[config.mk]
export PLATFORM = sky130hd
export DESIGN_NAME = mem_access_unit
export DESIGN_NICKNAME = d
export VERILOG_FILES = /design/src/rtl/mau_pkg.sv /design/src/rtl/mau_lane.sv /design/src/rtl/mem_access_unit.sv
export SDC_FILE = /design/constraint.sdc
export NUM_CORES = 1
export LEC_CHECK = 0
export BUFFER_PORTS_ARGS = -buffer_cell sky130_fd_sc_hd__buf_2
export CORE_ASPECT_RATIO = 1.4
export CORE_MARGIN = 5
export CORE_UTILIZATION = 25
export CTS_CLUSTER_DIAMETER = 100
export CTS_CLUSTER_SIZE = 25
export DETAILED_ROUTE_END_ITERATION = 10
export GPL_ROUTABILITY_DRIVEN = 0
export PLACE_DENSITY = 0.45
export SLEW_MARGIN = 20
export SYNTH_ARGS = -nofsm -noshare
export SYNTH_HDL_FRONTEND = slang
export SYNTH_SLANG_ARGS = --single-unit
[constraint.sdc]
create_clock -name clk -period 3.1 [get_ports clk]
set_clock_uncertainty 0.15 [all_clocks]
set_input_delay 0.155 -clock clk [delete_from_list [all_inputs] [get_ports clk]]
set_output_delay 0.155 -clock clk [all_outputs]
set_load 0.02 [all_outputs]
[src/rtl/mau_pkg.sv]
// Shared encodings for the load/store unit: access sizes, FSM states and size normalisation.
package mau_pkg;

  localparam logic [1:0] SZ_BYTE = 2'b00;
  localparam logic [1:0] SZ_HALF = 2'b01;
  localparam logic [1:0] SZ_WORD = 2'b10;

  typedef enum logic [1:0] {
    IDLE,
    RD,
    WR,
    RESP
  } mau_state_e;

  // The reserved size code behaves as a word access when it is not trapped.
  function automatic logic [1:0] norm_size(input logic [1:0] size);
    return (size == 2'b11) ? SZ_WORD : size;
  endfunction

endpackage

[src/rtl/mau_lane.sv]
// Big-endian lane logic: extracts and extends load data, and merges store data into a word.
module mau_lane
  import mau_pkg::*;
(
  input  logic [1:0]  size,
  input  logic [1:0]  offset,
  input  logic        is_unsigned,
  input  logic [31:0] word,
  input  logic [31:0] wdata,
  output logic [31:0] load_data,
  output logic [31:0] merged
);

  logic [4:0]  byte_sh;
  logic [4:0]  half_sh;
  logic [7:0]  byte_val;
  logic [15:0] half_val;

  // Big-endian: byte k sits 8*(3-k) bits up; the half at offset 0 sits 16 bits up.
  assign byte_sh  = {~offset, 3'b000};
  assign half_sh  = {~offset[1], 4'b0000};
  assign byte_val = 8'(word >> byte_sh);
  assign half_val = 16'(word >> half_sh);

  always_comb begin
    load_data = word;
    merged    = wdata;
    case (size)
      SZ_BYTE: begin
        load_data = is_unsigned ? {24'h0, byte_val} : {{24{byte_val[7]}}, byte_val};
        merged    = (word & ~(32'h0000_00FF << byte_sh)) | ({24'h0, wdata[7:0]} << byte_sh);
      end
      SZ_HALF: begin
        load_data = is_unsigned ? {16'h0, half_val} : {{16{half_val[15]}}, half_val};
        merged    = (word & ~(32'h0000_FFFF << half_sh)) | ({16'h0, wdata[15:0]} << half_sh);
      end
      default: ;
    endcase
  end

endmodule

[src/rtl/mem_access_unit.sv]
// Load/store unit with read-modify-write for sub-word stores.
// Define MAU_ALIGN_TRAP_EN to trap misaligned and reserved-size requests with resp_err.
//
// state | meaning
// IDLE  | waiting for a request, req_ready high
// RD    | reading the addressed word from memory
// WR    | writing the full (possibly merged) word
// RESP  | one-cycle response pulse
module mem_access_unit
  import mau_pkg::*;
(
  input  logic        clk,
  input  logic        rst,
  input  logic        req_valid,
  output logic        req_ready,
  input  logic        req_write,
  input  logic [1:0]  req_size,
  input  logic        req_unsigned,
  input  logic [31:0] req_addr,
  input  logic [31:0] req_wdata,
  output logic        resp_valid,
  output logic [31:0] resp_rdata,
  output logic        resp_err,
  output logic        stall,
  output logic        mem_read,
  output logic        mem_write,
  output logic [31:0] mem_addr,
  output logic [31:0] mem_wdata,
  input  logic [31:0] mem_rdata
);

  mau_state_e  state;
  logic        wr_q;
  logic        uns_q;
  logic [1:0]  size_q;
  logic [1:0]  off_q;
  logic [31:0] wdata_q;
  logic        err_q;
  logic [1:0]  size_n;
  logic        trap;
  logic [31:0] load_data;
  logic [31:0] merged;

  assign size_n = norm_size(req_size);

`ifdef MAU_ALIGN_TRAP_EN
  assign trap = (req_size == 2'b11) ||
                ((req_size == SZ_HALF) && req_addr[0]) ||
                ((req_size == SZ_WORD) && (req_addr[1:0] != 2'b00));
`else
  assign trap = 1'b0;
`endif

  assign req_ready = (state == IDLE);
  assign stall     = (state != IDLE);
  assign resp_err  = err_q;

  // Lane logic works straight off mem_rdata so the RD cycle can register the result.
  mau_lane u_lane (
    .size        (size_q),
    .offset      (off_q),
    .is_unsigned (uns_q),
    .word        (mem_rdata),
    .wdata       (wdata_q),
    .load_data   (load_data),
    .merged      (merged)
  );

  always_ff @(posedge clk) begin
    if (rst) begin
      state      <= IDLE;
      wr_q       <= 1'b0;
      uns_q      <= 1'b0;
      size_q     <= SZ_BYTE;
      off_q      <= 2'b00;
      wdata_q    <= 32'h0;
      resp_valid <= 1'b0;
      resp_rdata <= 32'h0;
      err_q      <= 1'b0;
      mem_read   <= 1'b0;
      mem_write  <= 1'b0;
      mem_addr   <= 32'h0;
      mem_wdata  <= 32'h0;
    end else begin
      resp_valid <= 1'b0;
      case (state)
        IDLE: begin
          if (req_valid) begin
            wr_q    <= req_write;
            uns_q   <= req_unsigned;
            size_q  <= size_n;
            off_q   <= req_addr[1:0];
            wdata_q <= req_wdata;
            if (trap) begin
              state      <= RESP;
              resp_valid <= 1'b1;
              resp_rdata <= 32'h0;
              err_q      <= 1'b1;
            end else begin
              mem_addr <= {2'b00, req_addr[31:2]};
              if (req_write && (size_n == SZ_WORD)) begin
                state     <= WR;
                mem_write <= 1'b1;
                mem_wdata <= req_wdata;
              end else begin
                state    <= RD;
                mem_read <= 1'b1;
              end
            end
          end
        end
        RD: begin
          mem_read <= 1'b0;
          if (wr_q) begin
            // The captured word, with the target lane replaced, is what gets written back.
            state     <= WR;
            mem_write <= 1'b1;
            mem_wdata <= merged;
          end else begin
            state      <= RESP;
            resp_valid <= 1'b1;
            resp_rdata <= load_data;
            err_q      <= 1'b0;
          end
        end
        WR: begin
          mem_write  <= 1'b0;
          state      <= RESP;
          resp_valid <= 1'b1;
          resp_rdata <= 32'h0;
          err_q      <= 1'b0;
        end
        RESP: state <= IDLE;
        default: state <= IDLE;
      endcase
    end
  end

endmodule

; ---- Yosys cells after proc, flatten, opt, wreduce, memory -nomap -nowiden
; Index checks and enable logic that the tools add are counted.
[word_totals]
regBits = 138
out_inout_bits = 102
[op_classes]
n_mux = 26
eq_ne = 11
reduce_logical = 12
shifts = 6
n_bitwise = 8
[ops]
columns = operator, n
row1 = 32-bit case mux with 2 select lines, 4
row2 = 32-bit 2-to-1 mux, 6
row3 = 32-bit bitwise AND, 2
row4 = 32-bit NOT, 2
row5 = 32-bit OR, 2
row6 = 16-bit by 5-bit left shift with 32-bit output, 1
row7 = "16-bit by 5-bit left shift with 32-bit output, first input constant", 1
row8 = 8-bit by 5-bit left shift with 32-bit output, 1
row9 = "8-bit by 5-bit left shift with 32-bit output, first input constant", 1
row10 = 32-bit by 5-bit >> shifter with 16-bit output, 1
row11 = 32-bit by 5-bit >> shifter with 8-bit output, 1
row12 = "2-bit == test, second input constant", 4
row13 = 1-bit 2-to-1 mux, 8
row14 = "2-bit != test, second input constant", 4
row15 = 2-bit case mux with 4 select lines, 1
row16 = 4-bit AND reduction, 2
row17 = 2-bit 2-to-1 mux, 3
row18 = 1-bit case mux with 2 select lines, 3
row19 = 2-bit nonzero test, 3
row20 = "2-bit by 1-bit == test with 1-bit output, second input constant", 2
row21 = 2-bit logical NOT, 2
row22 = 2-bit AND reduction, 2
row23 = 1-bit case mux with 3 select lines, 1
row24 = 3-bit AND reduction, 1
row25 = 5 further kinds, 5

; ---- Logic depth before layout (Yosys ltp)
[depth]
ltp_word = 8
depth_mapped = 9
depth_no_buf = 6

; ---- By module
; Synthesis repeated with hierarchy kept, for this count alone.
[unflattened]
cells_unflattened = 816
area_unflattened_um2 = 6824.0
[modules_own_cells]
columns = mod, area_per_inst_um2, seq_area_each_um2, instances, cells_per_inst
row1 = mem_access_unit, 5401.4, 2742.6, 1, 599
row2 = mau_lane, 1422.6, 0.0, 1, 217

; ---- Worst setup path after synthesis
; OpenSTA, ideal clock, no wires.
[synth_timing]
path_type = flip-flop to flip-flop
startpoint = register state[0]
endpoint = register mem_wdata[22]
slack_ns = 1.032
synth_period_minus_slack_ns = 2.068
stages_incl_launch_ff = 9
arrival_time_ns = 1.827
cell_sequence = dfxtp_1 > inv_1 > ha_1 > buf_2 > nor2_1 > a211oi_2 > buf_2 > nor2_1 > a311oi_1
[synth_via]
elab_chain_len = 3
word_cells_on_any_way = 8
cone_classes = eq/ne (4) / mux (1) / reduce/logical (3)
[synth_rtl]
columns = element, line
row1 = start: declaration, mem_access_unit.sv:32  ; mau_state_e state;
row2 = start signal: assignment, mem_access_unit.sv:71  ; state <= IDLE;
row3 = start signal: assignment, mem_access_unit.sv:95  ; state <= RESP;
row4 = start signal: assignment, mem_access_unit.sv:102  ; state <= WR;
row5 = 2-bit logical NOT (*), --
row6 = net req_ready, mem_access_unit.sv:15  ; output logic req_ready,
row7 = "2-bit by 1-bit != test with 1-bit output (no line), or another cell as far along", --
row8 = 4-bit AND reduction (no line), --
row9 = end signal: assignment, mem_access_unit.sv:104  ; mem_wdata <= req_wdata;
row10 = end signal: assignment, mem_access_unit.sv:118  ; mem_wdata <= merged;
row11 = end: declaration, mem_access_unit.sv:28  ; output logic [31:0] mem_wdata,
; Mark *: on every way through the listed nets, which the timed path passes. The rest lies on a longest branch.
; A chain may end at the register's enable or synchronous reset.

; ---- Worst setup path after layout
[layout_timing]
startpoint = register state[0]
endpoint = register resp_rdata[27]
[layout_via]
elab_chain_len = 3
word_cells_on_any_way = 6
cone_classes = eq/ne (3) / mux (1) / reduce/logical (2)
[layout_rtl]
columns = element, line
row1 = 2-bit by 1-bit == test with 1-bit output or 2-bit == test (tied branches), mem_access_unit.sv:86  ; case (state)
row2 = 2-bit != test (no line) or 2-bit nonzero test (tied branches), --
row3 = 2-bit AND reduction (no line), --
row4 = end signal: assignment, mem_access_unit.sv:122  ; resp_rdata <= load_data;
row5 = end: declaration, mem_access_unit.sv:22  ; output logic [31:0] resp_rdata,
; Parallel ways exist; a longest one is shown, timed or not.

==> metrics.md <==
| Metric | Value |
|---|---|
| Status | `completed` |
| First-pass GRT wire length | `40.2 mm` |
| WL met2 | `13.0 mm` |
| Ports | `205` |
| CTS Buf Count | `17` |
| Share of cells above drive strength 1 | `0.272` |
| Crit path kind | `flop to flop` |
| Slew margin rel. | `0.281` |
| Slew Limit Fails | `0` |
| Worst slack, placed | `0.712 ns` |
| Root Buffer | `clkbuf_16` |
| Mean routed wirelength per cell | `18.9 um` |
| Postcts setup bufs | `0` |
| Overall routing resource usage | `0.172` |
| Global route overflow | `0` |
| Synth-to-Final Area Change | `42.8%` |
| WL final | `26.3 mm` |
| Fin area | `9500 um2` |
| Worst Path Buf+Inv | `1` |
| Met3 Wirelength | `1.55 mm` |
| Syn Inst Count | `796` |
| RSZ-0062 raised after global routing | `no` |
| Clock period minus final worst setup slack | `2.43 ns` |
| Core area | `26,200 um2` |
| Number of flops mapped to enable cells by yosys | `0` |
| Die width | `148 um` |
| Dpl cells | `1,264` |
| Asr flop ratio synth | `0` |
| F_max | `411 MHz` |
| Clock Path Buffers | `2` |
| Final setup fails | `0` |
| CTS tree | `done` |
| Via Count | `6,876` |
| CP cell instances | `inv_1, ha_1, nor3b_1, nand2_1, nor2_1, a221o_1` |
| Non-filler cells, final | `1,392` |
| DRT antenna net count | `0` |
| Req. time, crit path | `3.32 ns` |
| Post-synth top cells | `172 x nand2_1, 137 x dfxtp_1, 79 x a21oi_1` |
| Worst-Skew Late Latency | `0.43 ns` |
| Util after Layout | `0.363` |
| Leakage | `4.04 nW` |
| Number of global-route vias before repair | `6,838` |
| Peak fanout along the critical path | `16` |
| Starting Density | `0.254` |
| DP Area | `7900 um2` |
| Startpoint Class | `flop` |
| PnR worst setup slack | `0.669 ns` |
| CTS HTree Levels | `4` |
| Power Dens Cells | `897 nW/um2` |
| Top FF cell, synth | `dfxtp_1` |
| # port buffers | `201` |
| Clock-pin slew on the worst setup and hold paths | `0.07 ns` |
| Count leader, synth | `nand2_1` |
| Hpwl dp | `18.3 mm` |
| Final Hold Viols | `0` |
| Slew @ Worst Pin | `1.07 ns` |
| Clk sinks | `137` |
| Worst min-delay path category | `input pin to flop` |
| Crit. End Element | `flop` |
| Drt first pass iters | `5` |
| FP Rows | `70` |
| Cell family with most CP delay | `simple AND/OR/NAND/NOR gates` |
| Fin Setup TNS | `0 ns` |
| Area leader, netlist | `dfxtp_1` |
| Synth top area cells | `dfxtp_1 41%, nand2_1 9.7%, a21oi_1 5.9%` |
| Mean Syn Cell Area | `8.36 um2` |
| Register area share after synthesis | `0.412` |
| Largest net degree at the start of global routing | `90` |
| Iteration-0 DRC Markers | `424` |
| Worst vdd ir | `0.000456 V` |
| Mapped Area | `6650 um2` |
| CP peak stage delay | `0.82 ns` |
| Post-synth cell types | `50` |
| Post-route DRC violation count | `0` |
| Top layer in use | `met4` |
| Synth Warn # | `0` |
| Die height | `203 um` |
| Final period utilization | `0.784` |
| Die area | `30,000 um2` |
| Max Cap Viol | `0` |
| Ant. Diodes | `0` |
| Final-stage net count | `1,163` |
| Vias per cell | `4.94` |
| Synth top area share | `0.412` |
| Yosys reg bits | `137` |
| Worst EP arrival | `2.65 ns` |
| M1 wire length | `11.3 mm` |
| Antenna violations before repair | `0` |
| Slowest cell on crit path | `nor2_1` |
flip-flops by register name (all words and copies together) (netlist names):
| signal | count |
|---|---|
| mem_wdata | 32 |
| resp_rdata | 32 |
| wdata_q | 32 |
| mem_addr | 30 |
| off_q | 2 |
| size_q | 2 |
| state | 2 |
| mem_read | 1 |
| mem_write | 1 |
| resp_valid | 1 |
| uns_q | 1 |
| wr_q | 1 |
worst paths after layout:
kind | startpoint | slack [ns] | cells past startpoint | to
max | state[0] | 0.67 | 6 | resp_rdata[27]
min | mem_rdata[4] | 0.02 | 4 | resp_rdata[4]
max reg2reg | state[0] | 0.67 | 6 | resp_rdata[27]
min reg2reg | mem_addr[25] | 0.30 | 2 | mem_addr[25]
power by group:
| part | total (mW) | internal, mW | switching, mW | leakage [nW] |
|---|---|---|---|---|
| combinational | 3.55 | 1.29 | 2.26 | 2.61 |
| clock | 2.24 | 1.38 | 0.868 | 0.307 |
| sequential | 2.73 | 2.34 | 0.393 | 1.12 |
| total | 8.52 | 5.00 | 3.52 | 4.04 |
worst min-delay path, delay by kind of cell:
| family | cells | cell delay (ns) |
|---|---|---|
| AND/OR/NAND/NOR | 1 | 0.07 |
| buffers and inverters | 1 | 0.14 |
| AO/OA/AOI/OAI | 2 | 0.21 |
metrics by stage:
stage               power, mW  hold slack, ns
global placement         6.23           0.246
floorplan                5.02           0.141
finish                   8.52          0.0221
detailed placement       6.25           0.251
CTS                      8.63        0.000158
global route             9.04          0.0202
layer usage:
layer,vias up,GRT usage
li1,3392,-
met1,3250,0.214
met2,211,0.295
met3,23,0.0404
met4,0,0.0505
met5,-,0
final cells by class:
| cell class | instances | area (um2) |
|---|---|---|
| Clock buffer | 18 | 439 |
| Clock inverter | 13 | 194 |
| Fill cell | 2710 | 16700 |
| Inverter | 11 | 41.3 |
| Multi-Input combinational cell | 571 | 3530 |
| Sequential cell | 137 | 2740 |
| Tap cell | 324 | 405 |
| Timing Repair Buffer | 318 | 2150 |
cells by family after synthesis:
| group | Yosys count | share of synthesized area |
|---|---|---|
| flip-flops | 137 | 0.412 |
| AO/OA/AOI/OAI | 245 | 0.261 |
| adder cells (fa/ha/maj) | 4 | 0.00752 |
| buffers and inverters | 90 | 0.0604 |
| multiplexers | 46 | 0.0760 |
| other | 1 | 0.000564 |
| AND/OR/NAND/NOR | 273 | 0.182 |
cells in the final DEF (no fill, tap or decap), types with 17 or more instances in the layout:
master         count
nand3b_1          26
dfxtp_1          137
mux2i_1           28
buf_2            200
dlygate4sd3_1     97
buf_4             19
a21oi_1           78
nand2_1          171
clkbuf_16         17
o21ai_0           21
nor2_1            51
o41ai_1           24
what timing repair did:
action | in CTS | in global routing
hold endpoints to repair | 134 | 0
hold buffers | 97 | 0
gates resized for setup | 0 | 0
No activity file was read; power rests on OpenSTA's default activity.
